--- config.mk ---
export PLATFORM = sky130hd
export DESIGN_NAME = maj3_vote_sched
export DESIGN_NICKNAME = d
export VERILOG_FILES = /design/src/rtl/maj3_vote_sched.sv
export SDC_FILE = /design/constraint.sdc
export NUM_CORES = 1
export LEC_CHECK = 0
export CAP_MARGIN = 30
export CORE_UTILIZATION = 47
export CTS_CLUSTER_SIZE = 25
export DETAILED_ROUTE_END_ITERATION = 16
export PLACE_DENSITY_LB_ADDON = 0.15
export SYNTH_ARGS = -nofsm -noshare
export SYNTH_HDL_FRONTEND = slang
export SYNTH_SLANG_ARGS = --single-unit
--- constraint.sdc ---
create_clock -name clk -period 2.8 [get_ports clk]
set_input_delay 0.42 -clock clk [delete_from_list [all_inputs] [get_ports clk]]
set_output_delay 0.42 -clock clk [all_outputs]
set_load 0.1 [all_outputs]
--- src/rtl/maj3_vote_sched.sv ---
// Round-robin time-shared 3-way bitwise majority voter with a saturating disagreement counter.
// Grant is combinational in IDLE; the result is valid two edges after acceptance and held until out_ready.
module maj3_vote_sched #(
  parameter int NREQ      = 4,
  parameter int WIDTH     = 8,
  parameter int ERR_CNT_W = 8
) (
  input  logic                      clk,
  input  logic                      rst_n,
  input  logic [NREQ-1:0]           req_valid,
  output logic [NREQ-1:0]           req_ready,
  input  logic [NREQ*WIDTH-1:0]     req_a,
  input  logic [NREQ*WIDTH-1:0]     req_b,
  input  logic [NREQ*WIDTH-1:0]     req_c,
  output logic                      out_valid,
  input  logic                      out_ready,
  output logic [WIDTH-1:0]          out_data,
  output logic [$clog2(NREQ)-1:0]   out_id,
  output logic                      out_mismatch,
  output logic [ERR_CNT_W-1:0]      err_cnt
);

  localparam int IDW = $clog2(NREQ);
  localparam logic [NREQ-1:0] ONE_HOT0 = NREQ'(1);

  typedef enum logic [1:0] {IDLE, VOTE, HOLD} state_t;

  state_t           state;
  logic [IDW-1:0]   rr_ptr;
  logic [IDW-1:0]   id_q;
  logic [WIDTH-1:0] a_q, b_q, c_q;

  logic             grant_found;
  logic [IDW-1:0]   grant_idx;
  logic [IDW:0]     idx_sum;
  logic [IDW-1:0]   next_ptr;
  logic [WIDTH-1:0] maj_word;
  logic             mism;

  // Scan from the highest offset down so the requester closest to rr_ptr wins.
  always_comb begin
    grant_found = 1'b0;
    grant_idx   = '0;
    idx_sum     = '0;
    for (int k = NREQ - 1; k >= 0; k--) begin
      idx_sum = {1'b0, rr_ptr} + (IDW+1)'(k);
      if (idx_sum >= (IDW+1)'(NREQ)) begin
        idx_sum = idx_sum - (IDW+1)'(NREQ);
      end
      if (req_valid[idx_sum[IDW-1:0]]) begin
        grant_found = 1'b1;
        grant_idx   = idx_sum[IDW-1:0];
      end
    end
  end

  // Gated by rst_n so no requester sees an accept while reset is held.
  assign req_ready = (rst_n && state == IDLE && grant_found) ? (ONE_HOT0 << grant_idx) : '0;

  assign maj_word = (a_q & b_q) | (b_q & c_q) | (c_q & a_q);
  assign mism     = |((a_q ^ b_q) | (b_q ^ c_q));
  assign next_ptr = (id_q == IDW'(NREQ - 1)) ? '0 : id_q + IDW'(1);

  always_ff @(posedge clk or negedge rst_n) begin
    if (!rst_n) begin
      state        <= IDLE;
      rr_ptr       <= '0;
      id_q         <= '0;
      a_q          <= '0;
      b_q          <= '0;
      c_q          <= '0;
      out_valid    <= 1'b0;
      out_data     <= '0;
      out_id       <= '0;
      out_mismatch <= 1'b0;
      err_cnt      <= '0;
    end else begin
      case (state)
        IDLE: begin
          if (grant_found) begin
            a_q   <= req_a[grant_idx*WIDTH +: WIDTH];
            b_q   <= req_b[grant_idx*WIDTH +: WIDTH];
            c_q   <= req_c[grant_idx*WIDTH +: WIDTH];
            id_q  <= grant_idx;
            state <= VOTE;
          end
        end
        VOTE: begin
          out_data     <= maj_word;
          out_mismatch <= mism;
          out_id       <= id_q;
          out_valid    <= 1'b1;
          if (mism && err_cnt != '1) begin
            err_cnt <= err_cnt + ERR_CNT_W'(1);
          end
          state <= HOLD;
        end
        HOLD: begin
          if (out_ready) begin
            out_valid <= 1'b0;
            rr_ptr    <= next_ptr;
            state     <= IDLE;
          end
        end
        default: state <= IDLE;
      endcase
    end
  end

endmodule

Yosys cells after proc, flatten, opt, wreduce, memory -nomap -nowiden. Index checks and enable logic that the tools add are counted.

Register bits after elaboration: 50. Input port bits: 103. Output and inout port bits: 24. Logic and storage cells: 84.

$add $sub $neg: 9. $lt $le $gt $ge: 8. Eq/ne operators: 6. Shift-type cells: 4. Multiplexer cells: 27. Bitwise operators: 8. Reductions and logical operators: 11.

Operator list (count): indexed part select 32 x 6 -> 8 bit (3); AND 8 bit (3); bitwise OR 8 bit (3); 2-to-1 mux 2 bit (11); bitwise XOR 8 bit (2); < comparator 2 x 3 -> 1 bit, second input constant (4); AND reduction 2 bit (5); >= comparator 3 bit, second input constant (3); 2-to-1 mux 1 bit (9); adder 8 x 1 -> 8 bit, second input constant (1); binary-select mux 1 bit (select 2 bit) (4); != test 8 bit, second input constant (1); OR reduction 8 bit (1); subtractor 2 x 1 -> 2 bit, second input constant (4); adder 2 x 2 -> 3 bit, second input constant (2); case mux 2 bit (3 select lines) (1); equality test 2 bit, second input constant (2); 2-to-1 mux 4 bit (1); != test 2 bit, second input constant (2); left shift 1 x 2 -> 4 bit, first input constant (1); adder 2 x 1 -> 3 bit, second input constant (1); >= comparator 2 x 3 -> 1 bit, second input constant (1); logical AND 1 bit (3); adder 2 x 1 -> 2 bit, second input constant (1); 4 further kinds (4).

Logic depth before layout (Yosys ltp). Gate-level depths: netlist of the first run.

Depth in word-level cells: 11. Mapped depth: 7. Gate-level depth less buffers: 6.

Least setup slack after synthesis of the first run. OpenSTA, ideal clock, no wires.

Kind: reg2out. Start point: register rr_ptr[1]. End point: output port req_ready[0]. Arrival: 3.541 ns. Required time: 2.380 ns. Path slack: -1.161 ns. Stages on the path, launching flop included: 6. Buffers on the path: 1. Cells stage by stage: dfrtp_1 nand2b_1 a21oi_1 clkbuf_1 nor3_1 nor3b_1.

Word-level cells in the longest chain between the ends: 11. Elaborated cells between the ends (all ways): 34. Classes of those cells: add/sub: 7; order compare: 4; shift: 1; mux: 21; reduce/logical: 1.

RTL lines: start: declaration (line 29) `logic [IDW-1:0] rr_ptr;`; start signal: assignment (line 101) `rr_ptr <= next_ptr;`; adder 2 x 2 -> 3 bit (line 46) `idx_sum = {1'b0, rr_ptr} + (IDW+1)'(k);`; >= comparator 3 bit or subtractor 2 x 1 -> 2 bit (tied branches) (line 47, 48); 2-to-1 mux 2 bit (line 47) `if (idx_sum >= (IDW+1)'(NREQ)) begin`; binary-select mux 1 bit (select 2 bit) (line 50) `if (req_valid[idx_sum[IDW-1:0]]) begin`; 2-to-1 mux 1 bit (implied by the code) (line 50); 2-to-1 mux 2 bit or 2-to-1 mux 1 bit (tied branches) (4 in series) (line 50); left shift 1 x 2 -> 4 bit or logical AND 1 bit (tied branches) (line 58) `assign req_ready = (rst_n && state == IDLE && grant_found) ? (ONE_HOT0 << grant_idx) : '0;`; 2-to-1 mux 4 bit (*) (line 58); end: declaration (line 11) `output logic [NREQ-1:0] req_ready,`.

Every way passes the cells marked *; elsewhere a longest branch is shown, timed or not. The select of a mux whose other input is x is not followed.

Worst setup path in the final report of the first run.
Start point: input port req_valid[2]. End point: output port req_ready[3].

Word-level cells in the longest chain between the ends: 8. Elaborated cells between the ends (all ways): 19. Classes of those cells: shift: 1; mux: 17; reduce/logical: 1.

RTL lines: start: declaration (line 10) `input logic [NREQ-1:0] req_valid,`; binary-select mux 1 bit (select 2 bit) (line 50); 2-to-1 mux 1 bit (implied by the code) (line 50); 2-to-1 mux 2 bit or 2-to-1 mux 1 bit (tied branches) (4 in series) (line 50); left shift 1 x 2 -> 4 bit or logical AND 1 bit (tied branches) (line 58); 2-to-1 mux 4 bit (*) (line 58).

Marked as above.

==> impl_metrics.sql, run 1 <==
INSERT INTO impl_metrics (metric_group, metric, value, unit) VALUES
('outcome', 'outcome', 'completed', ''),
('setup_path', 'cp_slowest_stage_delay', '470', 'ps'),
('pwr', 'peakVddDrop', '0.874', 'mV'),
('yosys', 'synth-seq-area-share', '39.9', '%'),
('yosys', 'syn-mean-instance-area', '10.3', 'µm²'),
('sta', 'timing.clock.skew', '9.24', 'ps'),
('sta', 'hold_viol', '0', ''),
('sta', 'finalCritPeriodShare', '94.9', '%'),
('grt', 'largest_net_degree_at_the_start_of_global_routing', '51', ''),
('detailed_routing', 'wl_met1', '3710', 'µm'),
('sta', 'timing.fmax', '376', 'MHz'),
('sta', 'finalMaxSlewViolations', '0', ''),
('yosys', 'ys_seq_elements', '50', ''),
('setup_path', 'required', '2380', 'ps'),
('floorplan', 'floorplan.initialDensity', '49.1', '%'),
('setup_path', 'crit_type', 'input port to output pin', ''),
('detailed_routing', 'dr.max_layer_used', 'met4', ''),
('grt', 'number_of_global_route_vias_before_repair', '2923', ''),
('clocking', 'clock_insertion_delay_worst_skew', '310', 'ps'),
('yosys', 'mappedNetlistArea', '3140', 'µm²'),
('setup_path', 'critical_path.cell_chain', 'clkdlybuf4s50_1 -> mux2i_1 -> or2_1 -> nand3_4 -> nor3_2 -> buf_12', ''),
('detailed_routing', 'route.met3.wl', '606', 'µm'),
('setup_path', 'r2r-end', 'c_q[7]', ''),
('yosys', 'syn_inst', '306', ''),
('clocking', 'cts_made_buffers', '5', ''),
('detailed_routing', 'detail_route.drc_violations', '0', ''),
('clocking', 'cts_tree', 'done', ''),
('floorplan', 'die_width', '83.7', 'µm'),
('placement', 'port_buffers', '126', ''),
('sta', 'maxSlewHeadroom', '59.0', '%'),
('placement', 'postPlaceCellArea', '4470', 'µm²'),
('clocking', 'post_cts_buffers', '0', ''),
('yosys', 'synth-main-ff-cell', 'sky130_fd_sc_hd__dfrtp_1', ''),
('pwr', 'power-per-cell-area', '1040', 'nW/µm²'),
('placement', 'hpwl_after_dpl', '6610', 'µm'),
('setup_path', 'crit_end', 'req_ready[3]', ''),
('pwr', 'p_total', '4750', 'µW'),
('detailed_routing', 'drt-total-wl', '8630', 'µm'),
('detailed_routing', 'vias_per_cell', '6.06', ''),
('setup_path', 'startpoint', 'req_valid[2]', ''),
('clocking', 'clock-sinks', '50', ''),
('sta', 'max_slew.worst_pin.slew', '615', 'ps'),
('cells_and_area', 'design.final.nets', '545', ''),
('detailed_routing', 'ant_nets', '0', ''),
('setup_path', 'arrival_time_at_the_worst_endpoint', '2240', 'ps'),
('clocking', 'cts_resized', '0', ''),
('sta', 'report.final.setup_viol', '0', ''),
('detailed_routing', 'firstDrtPassIters', '5', ''),
('placement', 'preCtsSetupSlack', '137', 'ps'),
('pwr', 'leakagePower', '0.00193', 'µW'),
('setup_path', 'critPathMaxFanout', '27', ''),
('cells_and_area', 'post-route-cell-area', '4560', 'µm²'),
('clocking', 'cts_hold_repair.buffers', '0', ''),
('cells_and_area', 'final_layout_size_suffix_gt1_share', '15.1', '%'),
('cells_and_area', 'post-route-util', '71.5', '%'),
('setup_path', 'r2r.worst_path.cells', '5', ''),
('yosys', 'total_number_of_yosys_warnings', '0', ''),
('run', 'cap_violations', '0', ''),
('detailed_routing', 'initial_drc_count', '103', ''),
('yosys', 'synth.largest_area_cell', 'sky130_fd_sc_hd__dfrtp_1', ''),
('setup_path', 'ff2ff_setup_slack', '610', 'ps'),
('setup_path', 'worstReg2RegStart', 'rr_ptr[1]', ''),
('sta', 'fin_crit', '2660', 'ps'),
('sta', 'final_critical_path_setup_slack', '142', 'ps'),
('detailed_routing', 'met2_wirelength', '4150', 'µm'),
('cells_and_area', 'antenna_cells', '0', ''),
('yosys', 'mapped_nets', '427', ''),
('worst_hold_path', 'holdCritPathClass', 'input port to asynchronous set/reset pin', ''),
('yosys', 'synth_enable_flop_cells', '0', ''),
('setup_path', 'setup.worst_path.start_class', 'input port', ''),
('floorplan', 'placement_rows', '29', '');
[critical path, delay by kind of cell]
family / cells / cell delay, ps
muxes: 1 / 200
buffers and inverters: 2 / 680
and+or+nand+nor: 3 / 910
[metrics by stage]
step / setup TNS, ps / std cells
6_report: 0 / 502
5_1_grt: 0 / 502
4_1_cts: 0 / 502
3_5_place_dp: 0 / 494
3_3_place_gp: 0 / 494
2_1_floorplan: -384 / 306
[cell usage in the layout, fill, tap and decap left out, types with 2 or more instances in the layout]
master / synthesis / routed
sky130_fd_sc_hd__clkdlybuf4s50_1: 0 / 101
sky130_fd_sc_hd__dfrtp_1: 50 / 50
sky130_fd_sc_hd__buf_4: 0 / 31
sky130_fd_sc_hd__nand4_1: 28 / 28
sky130_fd_sc_hd__a21oi_1: 28 / 27
sky130_fd_sc_hd__o31ai_1: 25 / 25
sky130_fd_sc_hd__a221o_1: 24 / 24
sky130_fd_sc_hd__ha_1: 18 / 18
sky130_fd_sc_hd__mux2_1: 17 / 17
sky130_fd_sc_hd__nand2_1: 16 / 16
sky130_fd_sc_hd__o21ai_0: 11 / 11
sky130_fd_sc_hd__mux2_2: 11 / 11
sky130_fd_sc_hd__a211oi_1: 8 / 8
sky130_fd_sc_hd__xnor2_1: 6 / 6
sky130_fd_sc_hd__nor4_1: 5 / 5
sky130_fd_sc_hd__clkbuf_8: 0 / 5
sky130_fd_sc_hd__nand2b_1: 4 / 4
sky130_fd_sc_hd__buf_12: 0 / 4
sky130_fd_sc_hd__inv_1: 3 / 3
sky130_fd_sc_hd__nor2_1: 3 / 3
sky130_fd_sc_hd__and3_1: 3 / 3
sky130_fd_sc_hd__or2_2: 2 / 2
sky130_fd_sc_hd__nor3_2: 0 / 2
sky130_fd_sc_hd__a21o_1: 2 / 2
[power breakdown]
group / switching [µW] / internal (µW) / total (µW) / leakage (µW)
Sequential: 329 / 1060 / 1390 / 0.000624
Combinational: 1880 / 1060 / 2940 / 0.00127
Clock: 249 / 176 / 425 / 0.0000441
Total: 2460 / 2290 / 4750 / 0.00193
[cells in the mapped netlist (6+ instances only)]
cell,instances
sky130_fd_sc_hd__dfrtp_1,50
sky130_fd_sc_hd__a21oi_1,28
sky130_fd_sc_hd__nand4_1,28
sky130_fd_sc_hd__o31ai_1,25
sky130_fd_sc_hd__a221o_1,24
sky130_fd_sc_hd__clkbuf_1,18
sky130_fd_sc_hd__ha_1,18
sky130_fd_sc_hd__mux2_1,17
sky130_fd_sc_hd__nand2_1,16
sky130_fd_sc_hd__mux2_2,11
sky130_fd_sc_hd__o21ai_0,11
sky130_fd_sc_hd__a211oi_1,8
sky130_fd_sc_hd__xnor2_1,6
[worst min path at each step]
stage / start / to / cells after the start
floorplan: rst_n / a_q[0] / 0
global placement: out_mismatch / out_mismatch / 2
detailed placement: out_mismatch / out_mismatch / 2
CTS: rst_n / b_q[7] / 2
global route: rst_n / b_q[7] / 2
finish: rst_n / b_q[7] / 2
[registers in the layout, summed over array words and instances, names as in the netlist]
| name | cells |
|---|---|
| c_q | 8 |
| rr_ptr | 2 |
| b_q | 8 |
| state | 2 |
| out_valid | 1 |
| out_data | 8 |
| id_q | 2 |
| err_cnt | 8 |
| a_q | 8 |
| out_id | 2 |
| out_mismatch | 1 |
[layer usage]
layer	track usage (%)	vias to the layer above
met5	0	-
met4	7.86	0
met3	4.55	18
met2	41.5	151
met1	33.3	1419
li1	-	1455
[layout make-up]
type                       count  area (µm²)
tap                           77        96.3
sequential                    50        1250
multi-input combinational    227        1790
inverter                       3        11.3
clock inverter                 3        21.3
fill                         519        1820
timing repair buffer         137        1330
clock buffer                   5        68.8
[cell families after synthesis]
family | share of synthesized area [%]
buf+inv | 4.15
mux | 10.4
simple gates | 13.3
compound gates | 23.2
xor+xnor | 1.95
fa+ha+maj | 7.18
flops | 39.9
Note: power is estimated with default switching activity, not from simulation.
==> inputs of run 2 (changes only) <==
--- a/config.mk
+++ b/config.mk
@@ -6,7 +6,7 @@
 export NUM_CORES = 1
 export LEC_CHECK = 0
 export CAP_MARGIN = 30
-export CORE_UTILIZATION = 47
+export CORE_UTILIZATION = 45
 export CTS_CLUSTER_SIZE = 25
 export DETAILED_ROUTE_END_ITERATION = 16
 export PLACE_DENSITY_LB_ADDON = 0.15
==> impl_metrics.sql, run 2 (same netlist as run 1, synthesis figures left out) <==
INSERT INTO impl_metrics (metric_group, metric, value, unit) VALUES
('sta', 'finalCritPeriodShare', '92.9', '%'),
('clocking', 'cts_hold_repair.buffers', '0', ''),
('sta', 'setup_repair_after_global_routing_missed_its_margin', 'no', ''),
('outcome', 'outcome', 'completed', ''),
('cells_and_area', 'design.final.nets', '546', ''),
('sta', 'hold_viol', '0', ''),
('pwr', 'power.share.switching', '49.9', '%'),
('setup_path', 'crit_type', 'input port to output pin', ''),
('floorplan', 'total_die_area', '7310', 'µm²'),
('setup_path', 'worstPathBufferInverterCount', '3', ''),
('sta', 'max_slew.worst_pin.slew', '633', 'ps'),
('grt', 'largest_net_degree_at_the_start_of_global_routing', '51', ''),
('detailed_routing', 'vias_per_cell', '6.22', ''),
('floorplan', 'floorplan.initialDensity', '46.4', '%'),
('detailed_routing', 'firstDrtPassIters', '4', ''),
('cells_and_area', 'final-instance-count-excl-fill', '506', ''),
('clocking', 'cts.reportedPaths.clkPinSlew', '80', 'ps'),
('clocking', 'clock_tree.root_cell', 'sky130_fd_sc_hd__clkbuf_8', ''),
('grt', 'global_route.usage.met2', '44.9', '%'),
('clocking', 'cts_resized', '0', ''),
('grt', 'grt_pass1_wl', '15200', 'µm'),
('sta', 'timing.clock.skew', '5.66', 'ps'),
('cells_and_area', 'final_layout_size_suffix_gt1_share', '15.3', '%'),
('grt', 'grtUsageTotal', '26.7', '%'),
('cells_and_area', 'layout_commonest_cell', 'sky130_fd_sc_hd__clkdlybuf4s50_1', ''),
('pwr', 'switching_power', '2510', 'µW'),
('sta', 'maxSlewHeadroom', '57.8', '%'),
('setup_path', 'worstSetupEndpointType', 'output pin', ''),
('setup_path', 'critical_path.cell_chain', 'clkdlybuf4s50_1 -> nor4_1 -> or3_1 -> inv_1 -> nand2_1 -> nor3b_2 -> buf_12', ''),
('run', 'cap_violations', '0', ''),
('cells_and_area', 'antenna_cells', '0', ''),
('placement', 'hpwl_after_dpl', '7180', 'µm'),
('cells_and_area', 'commonest_cells_after_routing_fill_and_taps_aside', 'sky130_fd_sc_hd__clkdlybuf4s50_1, sky130_fd_sc_hd__dfrtp_1, sky130_fd_sc_hd__buf_4', ''),
('detailed_routing', 'drt-total-wl', '9750', 'µm'),
('floorplan', 'io_pins', '127', ''),
('detailed_routing', 'detail_route.drc_violations', '0', ''),
('placement', 'gp_congestion', '0.879', ''),
('pwr', 'power-per-cell-area', '1090', 'nW/µm²'),
('placement', 'dpl.cell_count', '498', ''),
('sta', 'report.final.setup_viol', '0', ''),
('placement', 'port_buffers', '126', ''),
('grt', 'grt-busiest-layer', 'met2', ''),
('sta', 'final.setup.tns', '0', 'ps'),
('floorplan', 'placement_rows', '30', ''),
('detailed_routing', 'initial_drc_count', '155', ''),
('detailed_routing', 'wl_per_cell', '19.3', 'µm'),
('worst_hold_path', 'holdCritPathClass', 'input port to asynchronous set/reset pin', ''),
('clocking', 'cts_made_buffers', '5', ''),
('grt', 'number_of_global_route_vias_before_repair', '3120', ''),
('grt', 'grt_overflow', '0', ''),
('sta', 'timing.fmax', '385', 'MHz'),
('setup_path', 'cp_slowest_stage_delay', '590', 'ps'),
('clocking', 'h-tree-depth', '2', ''),
('clocking', 'post_cts_buffers', '0', ''),
('setup_path', 'arrival_time_at_the_worst_endpoint', '2180', 'ps'),
('pwr', 'sequentialPowerShare', '27.7', '%'),
('sta', 'fin_crit', '2600', 'ps'),
('cells_and_area', 'post-route-util', '68.7', '%'),
('pwr', 'leakagePower', '0.00197', 'µW'),
('floorplan', 'floorplan.die.height', '85.5', 'µm'),
('grt', 'grt_antenna_before_repair', '0', ''),
('pwr', 'intPower', '2520', 'µW'),
('setup_path', 'critPathMaxFanout', '6', ''),
('pwr', 'p_total', '5030', 'µW'),
('clocking', 'cts_tree', 'done', ''),
('pwr', 'power.share.clock', '12.2', '%'),
('pwr', 'peakVddDrop', '0.770', 'mV'),
('clocking', 'number_of_buffers_between_clock_root_and_the_deepest_sink', '2', ''),
('detailed_routing', 'vias', '3145', ''),
('sta', 'finalMaxSlewViolations', '0', ''),
('setup_path', 'required', '2380', 'ps'),
('setup_path', 'setup.worst_path.start_class', 'input port', ''),
('grt', 'global_route.usage.met3', '5.77', '%'),
('cells_and_area', 'area_delta_synth_final', '47.9', '%'),
('setup_path', 'critical_path.top_delay_family', 'buffers and inverters', ''),
('floorplan', 'floorplan.core_area', '6760', 'µm²'),
('setup_path', 'cpMaxStageDelayCell', 'sky130_fd_sc_hd__clkdlybuf4s50_1', ''),
('clocking', 'clock-sinks', '50', ''),
('cells_and_area', 'fill_cells', '552', ''),
('floorplan', 'die_width', '85.5', 'µm'),
('pwr', 'share_comb_of_total_power', '60.1', '%'),
('detailed_routing', 'ant_nets', '0', ''),
('clocking', 'clock_insertion_delay_worst_skew', '300', 'ps'),
('grt', 'met1_usage', '34.1', '%');
-- run 2: cell count changes in the layout (fill, tap and decap cells not counted) --
cell	delta
sky130_fd_sc_hd__clkinvlp_4	-1
sky130_fd_sc_hd__clkinv_4	-1
sky130_fd_sc_hd__bufinv_16	+2
sky130_fd_sc_hd__buf_12	+1
sky130_fd_sc_hd__clkbuf_8	+1
sky130_fd_sc_hd__clkinv_2	-1
-- run 2: routing by layer --
metal / routed length [µm] / vias to the layer above
met3: 736 / 18
li1: - / 1452
met4: 169 / 0
met2: 4860 / 142
met5: 0 / -
met1: 3980 / 1533
-- run 2: worst register-to-register path: cells and delay by family, from the launching register on --
| kind | cells | cell delay [ps] |
|---|---|---|
| AND/OR/NAND/NOR | 2 | 390 |
| AO/OA/AOI/OAI | 2 | 570 |
| multiplexers | 1 | 350 |
| buffers and inverters | 1 | 210 |
| flip-flops | 1 | 440 |
-- run 2: worst paths after layout --
check / start / to / slack (ps) / depth (start not counted)
setup / recovery: req_valid[3] / req_ready[0] / 200 / 7
hold / removal: rst_n / err_cnt[2] / 300 / 2
hold reg to reg: out_data[3] / out_data[3] / 480 / 2
max in group asynchronous: rst_n / state[1] / 2090 / 2
setup reg to reg: rr_ptr[1] / a_q[3] / 730 / 6
min in group clk: out_data[3] / out_data[3] / 480 / 2
-- run 2: metrics by stage --
stage,setup slack (ps),area (µm²),hold WS [ps]
3_3_place_gp,261,4500,463
3_5_place_dp,198,4500,472
2_1_floorplan,-194,3160,124
4_1_cts,202,4640,314
5_1_grt,94.3,4640,362
6_report,200,4640,296
-- run 2: power by group through the flow --
stage	Combinational [µW]	Sequential (µW)	Clock, µW
5_1_grt	3220	1440	650
4_1_cts	3020	1390	624
3_3_place_gp	2930	1390	0
3_5_place_dp	3010	1400	0
6_report	3030	1390	614
2_1_floorplan	1400	2140	0
-- run 2: final cells by class --
cell class	count	area [µm²]	share of cell area (%)
flip-flops and latches	50	1250	27.0
multi-input cells	227	1790	38.5
repair buffers	138	1350	29.1
clock inverters	2	60.1	1.29
inverters	3	11.3	0.243
well taps	80	100	2.16
clock buffers	6	82.6	1.78
==> inputs of run 3 (changes only) <==
--- a/config.mk
+++ b/config.mk
@@ -6,7 +6,8 @@
 export NUM_CORES = 1
 export LEC_CHECK = 0
 export CAP_MARGIN = 30
-export CORE_UTILIZATION = 45
+export CORE_UTILIZATION = 33
+export CTS_CLUSTER_DIAMETER = 80
 export CTS_CLUSTER_SIZE = 25
 export DETAILED_ROUTE_END_ITERATION = 16
 export PLACE_DENSITY_LB_ADDON = 0.15
==> impl_metrics.sql, run 3 (same netlist as run 1, synthesis figures left out) <==
INSERT INTO impl_metrics (metric_group, metric, value, unit) VALUES
('detailed_routing', 'vias', '2996', ''),
('grt', 'grtUsageTotal', '20.5', '%'),
('clocking', 'clock_insertion_delay_worst_skew', '310', 'ps'),
('sta', 'report.final.setup_viol', '0', ''),
('floorplan', 'floorplan.core_area', '9240', 'µm²'),
('detailed_routing', 'drt-total-wl', '9840', 'µm'),
('pwr', 'sequentialPowerShare', '27.5', '%'),
('sta', 'hold_viol', '0', ''),
('sta', 'finalMaxSlewViolations', '0', ''),
('cells_and_area', 'antenna_cells', '0', ''),
('clocking', 'clock-sinks', '50', ''),
('detailed_routing', 'route.met3.wl', '461', 'µm'),
('cells_and_area', 'design.final.nets', '546', ''),
('placement', 'port_buffers', '126', ''),
('cells_and_area', 'fill_cells', '862', ''),
('sta', 'maxSlewHeadroom', '30.1', '%'),
('placement', 'dpl.cell_count', '547', ''),
('floorplan', 'floorplan.initialDensity', '33.9', '%'),
('detailed_routing', 'detail_route.drc_violations', '0', ''),
('pwr', 'intPower', '2500', 'µW'),
('setup_path', 'worstSetupEndpointType', 'output pin', ''),
('sta', 'max_slew.worst_pin.slew', '1050', 'ps'),
('detailed_routing', 'firstDrtPassIters', '5', ''),
('setup_path', 'cpMaxStageDelayCell', 'sky130_fd_sc_hd__clkdlybuf4s50_1', ''),
('clocking', 'cts_tree', 'done', ''),
('detailed_routing', 'wl_met1', '4600', 'µm'),
('cells_and_area', 'final_layout_size_suffix_gt1_share', '16.0', '%'),
('setup_path', 'required', '2380', 'ps'),
('floorplan', 'io_pins', '127', ''),
('sta', 'finalCritPeriodShare', '94.0', '%'),
('pwr', 'power.share.clock', '12.2', '%'),
('setup_path', 'critical_path.cell_chain', 'clkdlybuf4s50_1 -> nor4_1 -> or3_1 -> inv_1 -> nand2_1 -> nor3b_2 -> buf_12', ''),
('clocking', 'h-tree-depth', '2', ''),
('detailed_routing', 'met2_wirelength', '4700', 'µm'),
('detailed_routing', 'initial_drc_count', '165', ''),
('setup_path', 'setup.worst_path.start_class', 'input port', ''),
('grt', 'grt_antenna_before_repair', '0', ''),
('grt', 'grt_overflow', '0', ''),
('worst_hold_path', 'holdCritPathClass', 'input port to asynchronous set/reset pin', ''),
('grt', 'number_of_global_route_vias_before_repair', '3015', ''),
('setup_path', 'ff2ff_setup_slack', '690', 'ps'),
('grt', 'largest_net_degree_at_the_start_of_global_routing', '51', ''),
('floorplan', 'floorplan.die.height', '99.5', 'µm'),
('clocking', 'cts_made_buffers', '5', ''),
('run', 'cap_violations', '0', ''),
('pwr', 'power-per-cell-area', '1060', 'nW/µm²'),
('detailed_routing', 'dr.max_layer_used', 'met4', ''),
('setup_path', 'r2r.worst_path.cells', '5', ''),
('setup_path', 'cp_slowest_stage_delay', '580', 'ps'),
('setup_path', 'r2r-end', 'b_q[6]', ''),
('cells_and_area', 'layout_commonest_cell', 'sky130_fd_sc_hd__clkdlybuf4s50_1', ''),
('grt', 'grt_pass1_wl', '15700', 'µm'),
('cells_and_area', 'post-route-cell-area', '4700', 'µm²'),
('floorplan', 'die_width', '99.5', 'µm'),
('floorplan', 'placement_rows', '35', ''),
('setup_path', 'critPathMaxFanout', '6', ''),
('cells_and_area', 'final-instance-count-excl-fill', '555', ''),
('setup_path', 'critical_path.top_delay_family', 'buffers and inverters', ''),
('clocking', 'cts_hold_repair.buffers', '0', ''),
('clocking', 'post_cts_buffers', '0', ''),
('clocking', 'number_of_buffers_between_clock_root_and_the_deepest_sink', '2', ''),
('sta', 'final.setup.tns', '0', 'ps'),
('setup_path', 'crit_type', 'input port to output pin', ''),
('floorplan', 'total_die_area', '9900', 'µm²'),
('setup_path', 'arrival_time_at_the_worst_endpoint', '2210', 'ps'),
('cells_and_area', 'area_delta_synth_final', '50.0', '%'),
('pwr', 'leakagePower', '0.00197', 'µW'),
('pwr', 'p_total', '5010', 'µW'),
('sta', 'holdWs', '314', 'ps'),
('pwr', 'switching_power', '2510', 'µW'),
('pwr', 'power.share.switching', '50.1', '%'),
('sta', 'timing.clock.skew', '13.2', 'ps'),
('detailed_routing', 'wl_per_cell', '17.7', 'µm'),
('placement', 'postPlaceCellArea', '4570', 'µm²'),
('detailed_routing', 'ant_nets', '0', ''),
('clocking', 'clock_tree.root_cell', 'sky130_fd_sc_hd__clkbuf_8', ''),
('clocking', 'cts.reportedPaths.clkPinSlew', '100', 'ps'),
('cells_and_area', 'commonest_cells_after_routing_fill_and_taps_aside', 'sky130_fd_sc_hd__clkdlybuf4s50_1, sky130_fd_sc_hd__dfrtp_1, sky130_fd_sc_hd__buf_4', ''),
('sta', 'fin_crit', '2630', 'ps'),
('setup_path', 'worstPathBufferInverterCount', '3', ''),
('placement', 'gp_congestion', '0.848', ''),
('pwr', 'peakVddDrop', '0.581', 'mV'),
('placement', 'hpwl_after_dpl', '7480', 'µm'),
('detailed_routing', 'vias_per_cell', '5.40', ''),
('sta', 'timing.fmax', '380', 'MHz'),
('outcome', 'outcome', 'completed', ''),
('sta', 'setup_repair_after_global_routing_missed_its_margin', 'no', ''),
('pwr', 'share_comb_of_total_power', '60.2', '%'),
('clocking', 'cts_resized', '0', ''),
('setup_path', 'worstReg2RegStart', 'rr_ptr[1]', '');
run 3: cell count changes in the layout (fill, tap and decap cells not counted):
| cell | previous run | this run |
|---|---|---|
| sky130_fd_sc_hd__clkinv_4 | 0 | 1 |
| sky130_fd_sc_hd__nor2_1 | 3 | 1 |
| sky130_fd_sc_hd__clkbuf_8 | 6 | 5 |
| sky130_fd_sc_hd__o21ai_1 | 1 | 0 |
| sky130_fd_sc_hd__nor2_2 | 0 | 2 |
| sky130_fd_sc_hd__o21ai_2 | 0 | 1 |
run 3: per-stage QoR:
step	worst slack, ps	utilization [%]
6_report	169	50.9
5_1_grt	28.6	50.9
4_1_cts	174	50.9
3_5_place_dp	150	49.4
3_3_place_gp	230	49.4
2_1_floorplan	-194	-
run 3: how the worst max path moves through the flow:
stage | from | end | slack (ps) | cells past startpoint
after floorplan | rr_ptr[1] | req_ready[0] | -190 | 5
after global placement | req_valid[3] | req_ready[0] | 230 | 7
after detailed placement | req_valid[2] | a_q[3] | 150 | 6
after CTS | req_valid[3] | req_ready[0] | 170 | 7
after global routing | req_valid[2] | req_ready[0] | 30 | 6
final | req_valid[3] | req_ready[0] | 170 | 7
run 3: worst reg2reg max path, stage by stage (launching register included):
cell and delay [ps]:
sky130_fd_sc_hd__dfrtp_1 450, sky130_fd_sc_hd__nand2_1 120, sky130_fd_sc_hd__a311oi_1 130, sky130_fd_sc_hd__o21ai_2 850, sky130_fd_sc_hd__a21oi_1 140, sky130_fd_sc_hd__a221o_1 310
run 3: routing by layer:
metal	global-route usage, %	up-vias
met5	0	-
met4	4.19	0
met3	3.87	9
met2	33.0	86
met1	28.7	1444
li1	-	1457
run 3: final cells by class:
type                       count  area, µm²  area share (%)
clock buffer                   5       68.8            1.46
clock inverter                 3       68.8            1.46
inverter                       3       11.3           0.239
multi-input combinational    227       1790            38.1
sequential                    50       1250            26.6
tap                          129        161            3.43
timing repair buffer         138       1350            28.7
run 3: power groups by stage:
stage / combinational (µW) / clock [µW] / sequential [µW]
floorplan: 1400 / 0 / 2140
global placement: 3010 / 0 / 1390
detailed placement: 3030 / 0 / 1400
CTS: 3040 / 622 / 1390
global route: 3250 / 657 / 1440
finish: 3020 / 612 / 1380
